--- src/rtl/text_cmd_engine.sv ---
// Text-mode command engine: takes opcode/param word pairs, keeps the cursor and
// drives the character RAM write port, including fill and hardware scroll-up.
module text_cmd_engine #(
  parameter int COLS   = 40,
  parameter int ROWS   = 25,
  parameter int CHAR_W = 8,
  parameter int ADDR_W = 12
) (
  input  logic              clk,
  input  logic              clr,
  input  logic              cmd_valid,
  output logic              cmd_ready,
  input  logic [15:0]       cmd_data,
  output logic              ram_we,
  output logic              ram_re,
  output logic [ADDR_W-1:0] ram_addr,
  output logic [CHAR_W-1:0] ram_wdata,
  input  logic [CHAR_W-1:0] ram_rdata,
  output logic [7:0]        cursor_x,
  output logic [7:0]        cursor_y,
  output logic              busy
);
  typedef enum logic [2:0] {
    S_OP, S_PARAM, S_EXEC, S_FILL, S_SCROLL_RD, S_SCROLL_WR, S_BLANK
  } state_t;

  localparam logic [15:0] OP_CLEAR  = 16'h00C0;
  localparam logic [15:0] OP_PUTC   = 16'h00C1;
  localparam logic [15:0] OP_BS     = 16'h00C2;
  localparam logic [15:0] OP_SETY   = 16'h00C3;
  localparam logic [15:0] OP_SETX   = 16'h00C4;
  localparam logic [15:0] OP_CLEAR2 = 16'h00C5;
  localparam logic [15:0] OP_NL     = 16'h00C6;
  localparam logic [15:0] OP_SCROLL = 16'h00C7;
  localparam logic [15:0] OP_FILL   = 16'h00C8;

  localparam logic [ADDR_W-1:0] COLS_A      = ADDR_W'(COLS);
  localparam logic [ADDR_W-1:0] LAST_CELL   = ADDR_W'(COLS*ROWS-1);
  localparam logic [ADDR_W-1:0] SCROLL_LAST = ADDR_W'((ROWS-1)*COLS-1);
  localparam logic [7:0]        X_MAX       = 8'(COLS-1);
  localparam logic [7:0]        Y_MAX       = 8'(ROWS-1);

  state_t            state;
  logic [15:0]       op_reg, param_reg;
  logic              we_reg, re_reg;
  logic [ADDR_W-1:0] addr_reg;
  logic [CHAR_W-1:0] wdata_reg;
  logic [7:0]        cx, cy, pend_x, pend_y;
  logic [ADDR_W-1:0] cursor_lin;

  assign cursor_lin = ADDR_W'(cy) * COLS_A + ADDR_W'(cx);
  assign cmd_ready  = (state == S_OP) || (state == S_PARAM);
  assign busy       = (state == S_FILL) || (state == S_SCROLL_RD) ||
                      (state == S_SCROLL_WR) || (state == S_BLANK);
  assign ram_we     = we_reg;
  assign ram_re     = re_reg;
  assign ram_addr   = addr_reg;
  // Read data arrives during the write cycle, so it is forwarded straight through.
  assign ram_wdata  = (state == S_SCROLL_WR) ? ram_rdata : wdata_reg;
  assign cursor_x   = cx;
  assign cursor_y   = cy;

  always_ff @(posedge clk or negedge clr) begin
    if (!clr) begin
      state     <= S_OP;
      op_reg    <= '0;
      param_reg <= '0;
      we_reg    <= 1'b0;
      re_reg    <= 1'b0;
      addr_reg  <= '0;
      wdata_reg <= '0;
      cx        <= '0;
      cy        <= '0;
      pend_x    <= '0;
      pend_y    <= '0;
    end else begin
      case (state)
        S_OP: if (cmd_valid) begin
          op_reg <= cmd_data;
          state  <= S_PARAM;
        end
        S_PARAM: if (cmd_valid) begin
          param_reg <= cmd_data;
          state     <= S_EXEC;
          // Single-cell writes are set up here so they appear during EXEC.
          if (op_reg == OP_PUTC) begin
            we_reg    <= 1'b1;
            addr_reg  <= cursor_lin;
            wdata_reg <= cmd_data[CHAR_W-1:0];
          end else if (op_reg == OP_BS && (cx != 8'd0 || cy != 8'd0)) begin
            we_reg    <= 1'b1;
            addr_reg  <= cursor_lin - ADDR_W'(1);
            wdata_reg <= '0;
          end
        end
        S_EXEC: begin
          we_reg <= 1'b0;
          state  <= S_OP;
          if ((op_reg == OP_CLEAR && param_reg == 16'd0) || op_reg == OP_CLEAR2 ||
              op_reg == OP_FILL) begin
            state     <= S_FILL;
            we_reg    <= 1'b1;
            addr_reg  <= '0;
            wdata_reg <= (op_reg == OP_FILL) ? param_reg[CHAR_W-1:0] : '0;
            pend_x    <= '0;
            pend_y    <= '0;
          end else if (op_reg == OP_PUTC) begin
            if (cx != X_MAX) begin
              cx <= cx + 8'd1;
            end else if (cy != Y_MAX) begin
              cx <= '0;
              cy <= cy + 8'd1;
            end else begin
              state    <= S_SCROLL_RD;
              re_reg   <= 1'b1;
              addr_reg <= COLS_A;
              pend_x   <= '0;
              pend_y   <= Y_MAX;
            end
          end else if (op_reg == OP_BS) begin
            if (cx != 8'd0) begin
              cx <= cx - 8'd1;
            end else if (cy != 8'd0) begin
              cx <= X_MAX;
              cy <= cy - 8'd1;
            end
          end else if (op_reg == OP_SETY) begin
            cy <= (param_reg > 16'(ROWS-1)) ? Y_MAX : param_reg[7:0];
          end else if (op_reg == OP_SETX) begin
            cx <= (param_reg > 16'(COLS-1)) ? X_MAX : param_reg[7:0];
          end else if (op_reg == OP_NL) begin
            if (cy != Y_MAX) begin
              cx <= '0;
              cy <= cy + 8'd1;
            end else begin
              state    <= S_SCROLL_RD;
              re_reg   <= 1'b1;
              addr_reg <= COLS_A;
              pend_x   <= '0;
              pend_y   <= Y_MAX;
            end
          end else if (op_reg == OP_SCROLL) begin
            state    <= S_SCROLL_RD;
            re_reg   <= 1'b1;
            addr_reg <= COLS_A;
            pend_x   <= cx;
            pend_y   <= cy;
          end
        end
        S_FILL, S_BLANK: begin
          if (addr_reg == LAST_CELL) begin
            we_reg <= 1'b0;
            state  <= S_OP;
            cx     <= pend_x;
            cy     <= pend_y;
          end else begin
            addr_reg <= addr_reg + ADDR_W'(1);
          end
        end
        S_SCROLL_RD: begin
          // ram_addr doubles as the scroll counter: source = dest + COLS.
          re_reg   <= 1'b0;
          we_reg   <= 1'b1;
          addr_reg <= addr_reg - COLS_A;
          state    <= S_SCROLL_WR;
        end
        S_SCROLL_WR: begin
          if (addr_reg == SCROLL_LAST) begin
            state     <= S_BLANK;
            wdata_reg <= '0;
            addr_reg  <= addr_reg + ADDR_W'(1);
          end else begin
            we_reg   <= 1'b0;
            re_reg   <= 1'b1;
            addr_reg <= addr_reg + ADDR_W'(1) + COLS_A;
            state    <= S_SCROLL_RD;
          end
        end
        default: state <= S_OP;
      endcase
    end
  end
endmodule
--- config.mk ---
export PLATFORM = sky130hd
export DESIGN_NAME = text_cmd_engine
export DESIGN_NICKNAME = d
export VERILOG_FILES = /design/src/rtl/text_cmd_engine.sv
export SDC_FILE = /design/constraint.sdc
export NUM_CORES = 1
export LEC_CHECK = 0
export ABC_AREA = 1
export CAP_MARGIN = 20
export CORE_MARGIN = 3
export CORE_UTILIZATION = 50
export DETAILED_ROUTE_END_ITERATION = 10
export GPL_ROUTABILITY_DRIVEN = 0
export PLACE_DENSITY = 0.82
export SLEW_MARGIN = 20
export SYNTH_ARGS = -nofsm -noshare
export SYNTH_HDL_FRONTEND = slang
export SYNTH_SLANG_ARGS = --single-unit
--- constraint.sdc ---
create_clock -name clk -period 3.4 [get_ports clk]
set_input_delay 0.85 -clock clk [delete_from_list [all_inputs] [get_ports clk]]
set_output_delay 0.85 -clock clk [all_outputs]
set_load 0.005 [all_outputs]
==> results.md, run 1 <==
* Nets at 1237
* GR peak layer: met2
* Max-slew violations at 0
* Crit path DAT at between 2000 and 2500 ps
* Seq cells post-synth at just under 90
* Mapped Area at between 7000 and 8000 µm²
* Via count at 7770
* Postcts setup bufs at 0
* Setup Skew at 8.575 ps
* Final ANT Viol Nets at 0
* Post-Syn Instances at roughly 1100
* NetSw at ~4100 µW
* Share of power burned in the clock network at 0.123
* First-pass GRT wire length at 34.59 mm
* Final hold violations at 0
* Leakage at 0.004115 µW
* Clock transition at path regs at about 70 ps
* Worst slew margin at 0.5001
* P_int at approximately 3900 µW
* Die X at about 130 µm
* Syn_area_per_cell at 6.588 µm²
* Max Cap Viol at 0
* Fin cells at 1368
* TritonCTS clock tree: done
* # DRC at 0
* Total CTS buffers at 9
* Critical path class: reg2out
* CP Launch Type: flop
* Core Region at approximately 14000 µm²
* DP Wirelength at approximately 16 mm
* Critical path data required time at 2550 ps
* Site row count at 43
* RR Startpoint: cursor_y[2]$_DFFE_PN0P_
* Met1 Usage GRT at 0.3456
* Slew @ Worst Pin at roughly 740 ps
* Top cells by area, synth: dfrtp_1 (30%), nand2_1 (15%), o21ai_0 (7.2%)
* Total gr overflow at 0
* DRT Wirelength at ~20 mm
* CP max FO at 16
* Ports at 67
* Resized Gates After CTS at 0
* Fmax at around 330 MHz
* Die Y at between 100 and 150 µm
* Sw Ratio at 0.5149
* Cell Pwr Density at 942.3 nW/µm²
* Filler Cells Inserted at ~1400
* Worst-Skew Late Latency at about 360 ps
* YS warnings at 0
* Share of cells above drive strength 1 at 0.07492
* CTS Root Cell: clkbuf_16
* Synth top area share at 0.3008
* Total clock sinks at slightly below 90
* Combinational power share at 0.628
* Initial antenna violation count at 0
* Vias in the first global route at around 7300
* Iter 0 DRT Violations at ~700
* P&R area growth vs syn at 14.87%
* Dpl ws at about 450 ps
* Peak VDD IR at slightly below 0.5 mV
* H-tree Lvls at 3
* GR Util met2 at 0.4159
* Register area share after synthesis at 0.3008
* CP Launch Point: state[1]$_DFFE_PN0P_
* Final WS setup at approximately 360 ps
* Largest net degree at the start of global routing at 48
* Min cycle time layout at 3035 ps
* Drt pass-1 iters at 5
* Hold WC Path Type: reg2reg
* Outcome: finished clean
* Met3 usage in global routing at 0.05333
* Port Buffers at 66
* Yosys top cell by area: dfrtp_1
* Inst Count DP at between 1000 and 1500
* Gr usage total at 0.2594
* ANT cells at 0
* Hold wc startpoint: param_reg[13]$_DFFE_PN0P_
* Vias per cell at about 5.7
* Flop pwr share at 0.249
* Syn nets at between 1000 and 1500
* Clock buffer depth at 2
* CP endpoint kind: output port
* Total negative slack at 0 ps
* Starting Density at 0.5213
* Cts hold-fix bufs at 0
* Die ar. at 16310 µm²
* RSZ-0062 raised after global routing: false
* # setup viols final at 0
* Cell variety after synth at 50
* Wire per inst at between 10 and 15 µm
* Crit share post-route at 0.8927
## area by class of cell
class                      count  area, µm²  area share
multi-input combinational    856       4429      0.5207
sequential                    89       2227      0.2618
timing repair buffer          80      775.7     0.09120
inverter                     147      561.8     0.06605
clock buffer                   9      225.2     0.02648
tap                          180      225.2     0.02648
clock inverter                 7      61.31    0.007208
## cells in the final DEF (no fill, tap or decap), drive strengths merged, types with 24 or more instances in the layout
cell           instances
nand2                306
inv                  147
nor2                 125
o21ai                117
nand3                101
dfrtp                 89
clkdlybuf4s50         65
a21oi                 49
nand4                 26
ha                    25
nor3                  24
## routing by layer
layer  vias up  share of wire
met2       348           0.45
met3        77          0.076
met5         -              0
met1      3522           0.44
met4         0          0.037
li1       3823              -
## critical path, cell delays in order, from the launching register on
cell and delay [ps]:
dfrtp_1 420, inv_1 120, nand2_1 180, nor2_1 200, buf_4 230, nand2_1 60, o21ai_0 80, clkdlybuf4s50_1 540
## cells by family after synthesis
group	count (synthesis)	synth area share
and+or+nand+nor	592	0.3614
AOI/OAI and AO/OA	216	0.1642
buffers and inverters	179	0.1010
DFF	89	0.3008
adders and majority gates	27	0.04765
xor gates and xnor gates	21	0.02484
## power by group through the flow
stage	logic, µW	registers [µW]	clock network [µW]
2_1_floorplan	3720	1820	0
3_3_place_gp	4880	1980	0
3_5_place_dp	4970	2000	0
4_1_cts	5010	1980	1000
5_1_grt	5740	2050	1040
6_report	5030	2000	982
## path summary, 6_finish.rpt
path                                                  end  slack, ps  cells after the start
worst max-delay path                         ram_wdata[3]        360                      7
worst min-delay path            param_reg[13]$_DFFE_PN0P_        490                      2
worst max register to register   ram_addr[10]$_DFFE_PN0P_        420                     16
worst min register to register  param_reg[13]$_DFFE_PN0P_        490                      2
max in group asynchronous        param_reg[4]$_DFFE_PN0P_       2230                      2
min in group asynchronous         cursor_y[6]$_DFFE_PN0P_        510                      1
## through the flow
stage / cell area, µm² / hold WS, ps / total power (µW) / utilization
6_report: 8506 / 488.3 / 8015 / 0.5988
5_1_grt: 8506 / 500.7 / 8833 / 0.5988
4_1_cts: 8506 / 489.8 / 7990 / 0.5988
3_5_place_dp: 8219 / 473.2 / 6968 / 0.5787
3_3_place_gp: 8219 / 465.6 / 6859 / 0.5787
2_1_floorplan: 7405 / 452.9 / 5542 / -
## synthesized netlist by cell type, drive strengths merged
master   number
a31oi         4
xnor2         4
o21ai       117
nor4          2
nand4        26
nand3       101
o22ai        17
nand2       306
o32ai         1
nand3b        5
buf          15
clkinv        4
a21oi        49
nor2        125
fa            2
inv         143
a31o          2
o211ai       14
xor2         17
a22oi         1
a41oi         1
o21a          1
or2           2
dfrtp        89
a211oi        3
nor3b         1
o2111ai       1
nor3         24
o31ai         5
clkbuf       17
ha           25
No activity file was read; power rests on OpenSTA's default activity.
==> run 2: changes to the inputs <==
CORE_MARGIN = 4   (was 3)
==> run 2 against run 1 <==
Net effect:
- critical path depth rose by 7
- first-iteration DRC count fell by 2.9%
- count of clock-buffer cells in the layout rose by 1
- cell count rose by 0.29%
- highest routed layer unchanged
- wire length rose by 1.1%
- critical endpoint is now ram_addr[9]$_DFFE_PN0P_
- flip-flop and latch count did not move
- sequential power barely moved
==> results.md, run 2 (synthesis results as in run 1) <==
* Share of cells above drive strength 1 at 0.07492
* Postcts setup bufs at 0
* DP Wirelength at 15.77 mm
* Drt pass-1 iters at 6
* Critical path data required time at 3660 ps
* Multi-input combinational cell area at roughly 4400 µm²
* H-tree Lvls at 3
* Vias in the first global route at 7381
* Die X at about 130 µm
* FF-to-FF End: ram_addr[9]$_DFFE_PN0P_
* CTS Root Cell: clkbuf_16
* ANT cells at 0
* Crit path DAT at 3280 ps
* Cts hold-fix bufs at 0
* Most frequent cells in the layout: nand2_1 (293), inv_1 (140), nor2_1 (107)
* CP Launch Type: flop
* Critical path class: reg2reg
* Slew @ Worst Pin at ~700 ps
* Fmax at around 330 MHz
* Cell Pwr Density at roughly 950 nW/µm²
* Worst-Skew Late Latency at 360 ps
* Port Buffers at between 60 and 70
* Total clock sinks at 89
* Share of power burned in the clock network at 0.121
* Sw Ratio at 0.5146
* Vias per cell at 5.686
* Die ar. at ~17000 µm²
* Peak VDD IR at approximately 0.46 mV
* P&R area growth vs syn at 14.97%
* CP endpoint kind: flop
* Dpl ws at 419.0 ps
* DRT Wirelength at 20.70 mm
* Core Region at 14530 µm²
* Site row count at 44
* First-pass GRT wire length at roughly 35 mm
* # DRC at 0
* Outcome: finished clean
* Total CTS buffers at 9
* Initial antenna violation count at 0
* P_int at between 3000 and 4000 µW
* RSZ-0062 raised after global routing: false
* Resized Gates After CTS at 0
* Starting Density at 0.5095
* Leakage at approximately 0.0041 µW
* Total negative slack at 0 ps
* Final ANT Viol Nets at 0
* Most common cell after layout, fill and taps aside: nand2_1
* Final hold violations at 0
* Clock transition at path regs at about 70 ps
* Worst slew margin at 0.5320
* Hold WC Path Type: in2async
* Via count at about 8000
* Iter 0 DRT Violations at 670
* Filler Cells Inserted at approximately 1400
* Die Y at around 130 µm
* Largest net degree at the start of global routing at 54
* Worst r2r path cells at 14
* CP max FO at 11
* Min cycle time layout at approximately 3000 ps
* Total gr overflow at 0
* Clock buffer depth at 2
* Gr usage total at 0.2528
* RR Startpoint: cursor_y[2]$_DFFE_PN0P_
* NetSw at slightly above 4000 µW
* TritonCTS clock tree: done
* Sequential Area at 2227 µm²
* Crit share post-route at 0.8880
* Max-slew violations at 0
* Flop pwr share at 0.247
* Final WS setup at 380.9 ps
* Max Cap Viol at 0
* Ports at 67
* Combinational power share at 0.632
* # setup viols final at 0
* Setup Skew at 9.777 ps
* Flop-to-flop setup slack at roughly 380 ps
* Wire per inst at 15.08 µm
* Nets at ~1200
==> run 2: cell count changes in the layout (fill, tap and decap cells not counted) <==
cell,delta
clkbuf_8,+1
clkinv_2,-1
clkinv_4,+1
clkinvlp_4,+1
inv_8,-2
==> run 2: power by group through the flow <==
stage / clock (µW) / combinational (µW) / sequential [µW]
after floorplan: 0 / 3720 / 1820
after global placement: 0 / 4880 / 1980
after detailed placement: 0 / 4990 / 1990
after CTS: 990 / 5030 / 1970
after global routing: 1030 / 5750 / 2040
final: 977 / 5080 / 1990
==> run 2: worst max-delay path by stage <==
stage | start | cells past startpoint | slack, ps | end
2_1_floorplan | cursor_y[1]$_DFFE_PN0P_ | 16 | 570 | ram_addr[10]$_DFFE_PN0P_
3_3_place_gp | cursor_y[2]$_DFFE_PN0P_ | 16 | 530 | ram_addr[10]$_DFFE_PN0P_
3_5_place_dp | cursor_y[2]$_DFFE_PN0P_ | 16 | 420 | ram_addr[9]$_DFFE_PN0P_
4_1_cts | cursor_y[2]$_DFFE_PN0P_ | 14 | 400 | ram_addr[9]$_DFFE_PN0P_
5_1_grt | cursor_y[2]$_DFFE_PN0P_ | 18 | 70 | ram_addr[10]$_DFFE_PN0P_
6_report | cursor_y[2]$_DFFE_PN0P_ | 14 | 380 | ram_addr[9]$_DFFE_PN0P_
==> run 2: critical path: stages (launching register included) <==
cell	delay [ps]
dfrtp_1	510
ha_1	250
ha_1	220
fa_1	460
ha_1	360
a21oi_1	220
nand3_1	110
nand2_1	90
nand3_1	110
nor2_1	210
nand2_1	80
nand3_1	80
nand2_1	60
nor2_1	100
nor2_1	50
==> run 2: metrics by stage <==
step / instance area, µm² / total power (µW) / hold WS (ps) / util / std cells
after floorplan: 7405 / 5542 / 452.9 / - / 1124
after global placement: 8224 / 6859 / 466.8 / 0.5659 / 1356
after detailed placement: 8224 / 6976 / 474.2 / 0.5659 / 1356
after CTS: 8513 / 7991 / 480.8 / 0.5857 / 1372
after global routing: 8513 / 8822 / 504.6 / 0.5857 / 1372
final: 8513 / 8047 / 458.8 / 0.5857 / 1372
==> run 2: layout make-up <==
| cell class | instances | share of cell area |
|---|---|---|
| tap | 184 | 0.02704 |
| multi-input combinational | 856 | 0.5203 |
| clock inverter | 6 | 0.005879 |
| clock buffer | 10 | 0.02807 |
| sequential | 89 | 0.2616 |
| inverter | 147 | 0.06599 |
| timing repair buffer | 80 | 0.09112 |
==> run 2: per-layer routing <==
metal	track usage	part of all wire
met2	0.4049	0.45
met4	0.1290	0.043
met1	0.3332	0.43
met3	0.03848	0.073
met5	0	0
==> run 3: changes to the inputs <==
CTS_BUF_LIST = sky130_fd_sc_hd__clkbuf_4   (was default)
REMOVE_ABC_BUFFERS = 1   (was default)
==> run 3 against run 2 <==
Net effect:
- clock power fell by 32%
- critical path depth fell by 7
- final area is 1.5% lower
- critical path type is now reg2out
- setup slack worse by 160 ps
- sequential power is essentially flat
- via count rose by 1.1%
- flip-flop and latch count unchanged
- clock skew is 13 ps higher
==> results.md, run 3 (synthesis results as in run 1) <==
* Vias in the first global route at 7300
* Max-slew violations at 0
* Post-route core utilization at 0.5768
* Total gr overflow at 0
* CP Launch Type: flop
* Critical-path cell list: inv_1, nand2_1, nor2_2, buf_4, nand2_1, o21ai_0, clkdlybuf4s50_1
* Most frequent cells in the layout: nand2_1 (293), inv_1 (140), o21ai_0 (106), nor2_1 (106), nand3_1 (97)
* Critical path data required time at about 2600 ps
* Leakage at roughly 0.0041 µW
* Share of cells above drive strength 1 at 0.07738
* Slew @ Worst Pin at ~720 ps
* Met1 Usage GRT at 0.3435
* Die X at ~130 µm
* Nets at around 1200
* RSZ-0062 raised after global routing: false
* Crit share post-route at 0.9355
* Gr usage total at 0.2544
* Largest net degree at the start of global routing at 47
* DP Wirelength at ~16 mm
* Critical path class: reg2out
* Total clock sinks at 89
* CTS Root Cell: clkbuf_4
* Fmax at around 310 MHz
* Final ANT Viol Nets at 0
* P&R area growth vs syn at 13.21%
* Port Buffers at 66
* Worst slew margin at 0.5148
* Hold WC Path Type: in2async
* Slowest-stage cell, CP: clkdlybuf4s50_1
* Via count at about 7900
* Wire per inst at roughly 15 µm
* H-tree Lvls at 3
* First-pass GRT wire length at ~35 mm
* Die Y at between 100 and 150 µm
* Core Region at 14530 µm²
* Max Cap Viol at 0
* Peak VDD IR at ~0.53 mV
* Worst-Skew Late Latency at just over 500 ps
* Total CTS buffers at 9
* Setup Skew at between 20 and 25 ps
* Vias per cell at ~5.7
* Min cycle time layout at approximately 3200 ps
* Total negative slack at 0 ps
* Clock transition at path regs at 150 ps
* Starting Density at 0.5095
* CP endpoint kind: output port
* Clock buffer depth at 2
* GR Util met2 at 0.4134
* # DRC at 0
* Met3 usage in global routing at 0.04912
* # setup viols final at 0
* Critical Path Most Common Cell: nand2_1
* GR peak layer: met2
* Crit path DAT at about 2300 ps
* Cts hold-fix bufs at 0
* CP max stage delay at ~530 ps
* Most common cell after layout, fill and taps aside: nand2_1
* Final hold violations at 0
* Final hold slack at about 350 ps
* TritonCTS clock tree: done
* DRT Wirelength at roughly 21 mm
* Ports at 67
* Outcome: finished clean
* CP max FO at 16
* Cell Pwr Density at ~920 nW/µm²
* Drt pass-1 iters at 7
* Initial antenna violation count at 0
* Die ar. at 16820 µm²
* Site row count at between 40 and 50
* ANT cells at 0
* Iter 0 DRT Violations at a little over 900
-- run 3: changes by cell type in the layout (fill, tap and decap cells not counted), moves of 2 or more --
cell	change
clkbuf_4	+10
clkbuf_16	-9
clkinv_4	-2
inv_6	+2
-- run 3: layer usage --
metal / up-vias / wire length [µm]
met5: - / 0
met2: 401 / 9407
met4: 0 / 633
li1: 3833 / -
met3: 60 / 1875
met1: 3589 / 8873
-- run 3: metrics by stage --
stage	cells	worst slack, ps	power [µW]	instance area [µm²]
floorplan	1092	393.1	5381	7218
global placement	1357	521.0	6856	8232
detailed placement	1357	417.4	6976	8232
CTS	1373	201.9	7651	8379
global route	1373	42.86	8473	8383
finish	1373	219.2	7711	8383
-- run 3: path summary, 6_finish.rpt --
check                                               start                         to  slack (ps)  depth (start not counted)
worst max register to register    cursor_y[1]$_DFFE_PN0P_   ram_addr[10]$_DFFE_PN0P_         470                         16
max in group asynchronous                             clr   wdata_reg[7]$_DFFE_PN0P_        2380                          2
min in group clk                param_reg[15]$_DFFE_PN0P_  param_reg[15]$_DFFE_PN0P_         500                          2
worst max-delay path                 state[1]$_DFFE_PN0P_               ram_wdata[5]         220                          7
worst min register to register  param_reg[15]$_DFFE_PN0P_  param_reg[15]$_DFFE_PN0P_         500                          2
worst min-delay path                                  clr      pend_y[7]$_DFFE_PN0P_         350                          1
-- run 3: worst max-delay path: cells and delay by family, from the launching register on --
| family | cells | cell delay (ps) |
|---|---|---|
| compound gates | 1 | 80 |
| flops | 1 | 450 |
| simple gates | 3 | 420 |
| buf+inv | 3 | 870 |
-- run 3: final cells by class --
type	instances	area, µm²
Fill cell	1406	6151
Timing Repair Buffer	81	783.3
Clock inverter	6	72.57
Clock buffer	10	75.07
Multi-Input combinational cell	856	4432
Sequential cell	89	2228
Inverter	147	561.8
Tap cell	184	230.2
-- run 3: timing repair --
action,4_1_cts,5_1_grt
buffers inserted,0,0
setup endpoints to repair,0,4
resized for setup,0,2
-- run 3: report_power, final --
part | switching, µW | internal [µW]
clock | 420 | 243
sequential | 513 | 1470
combinational | 3160 | 1910
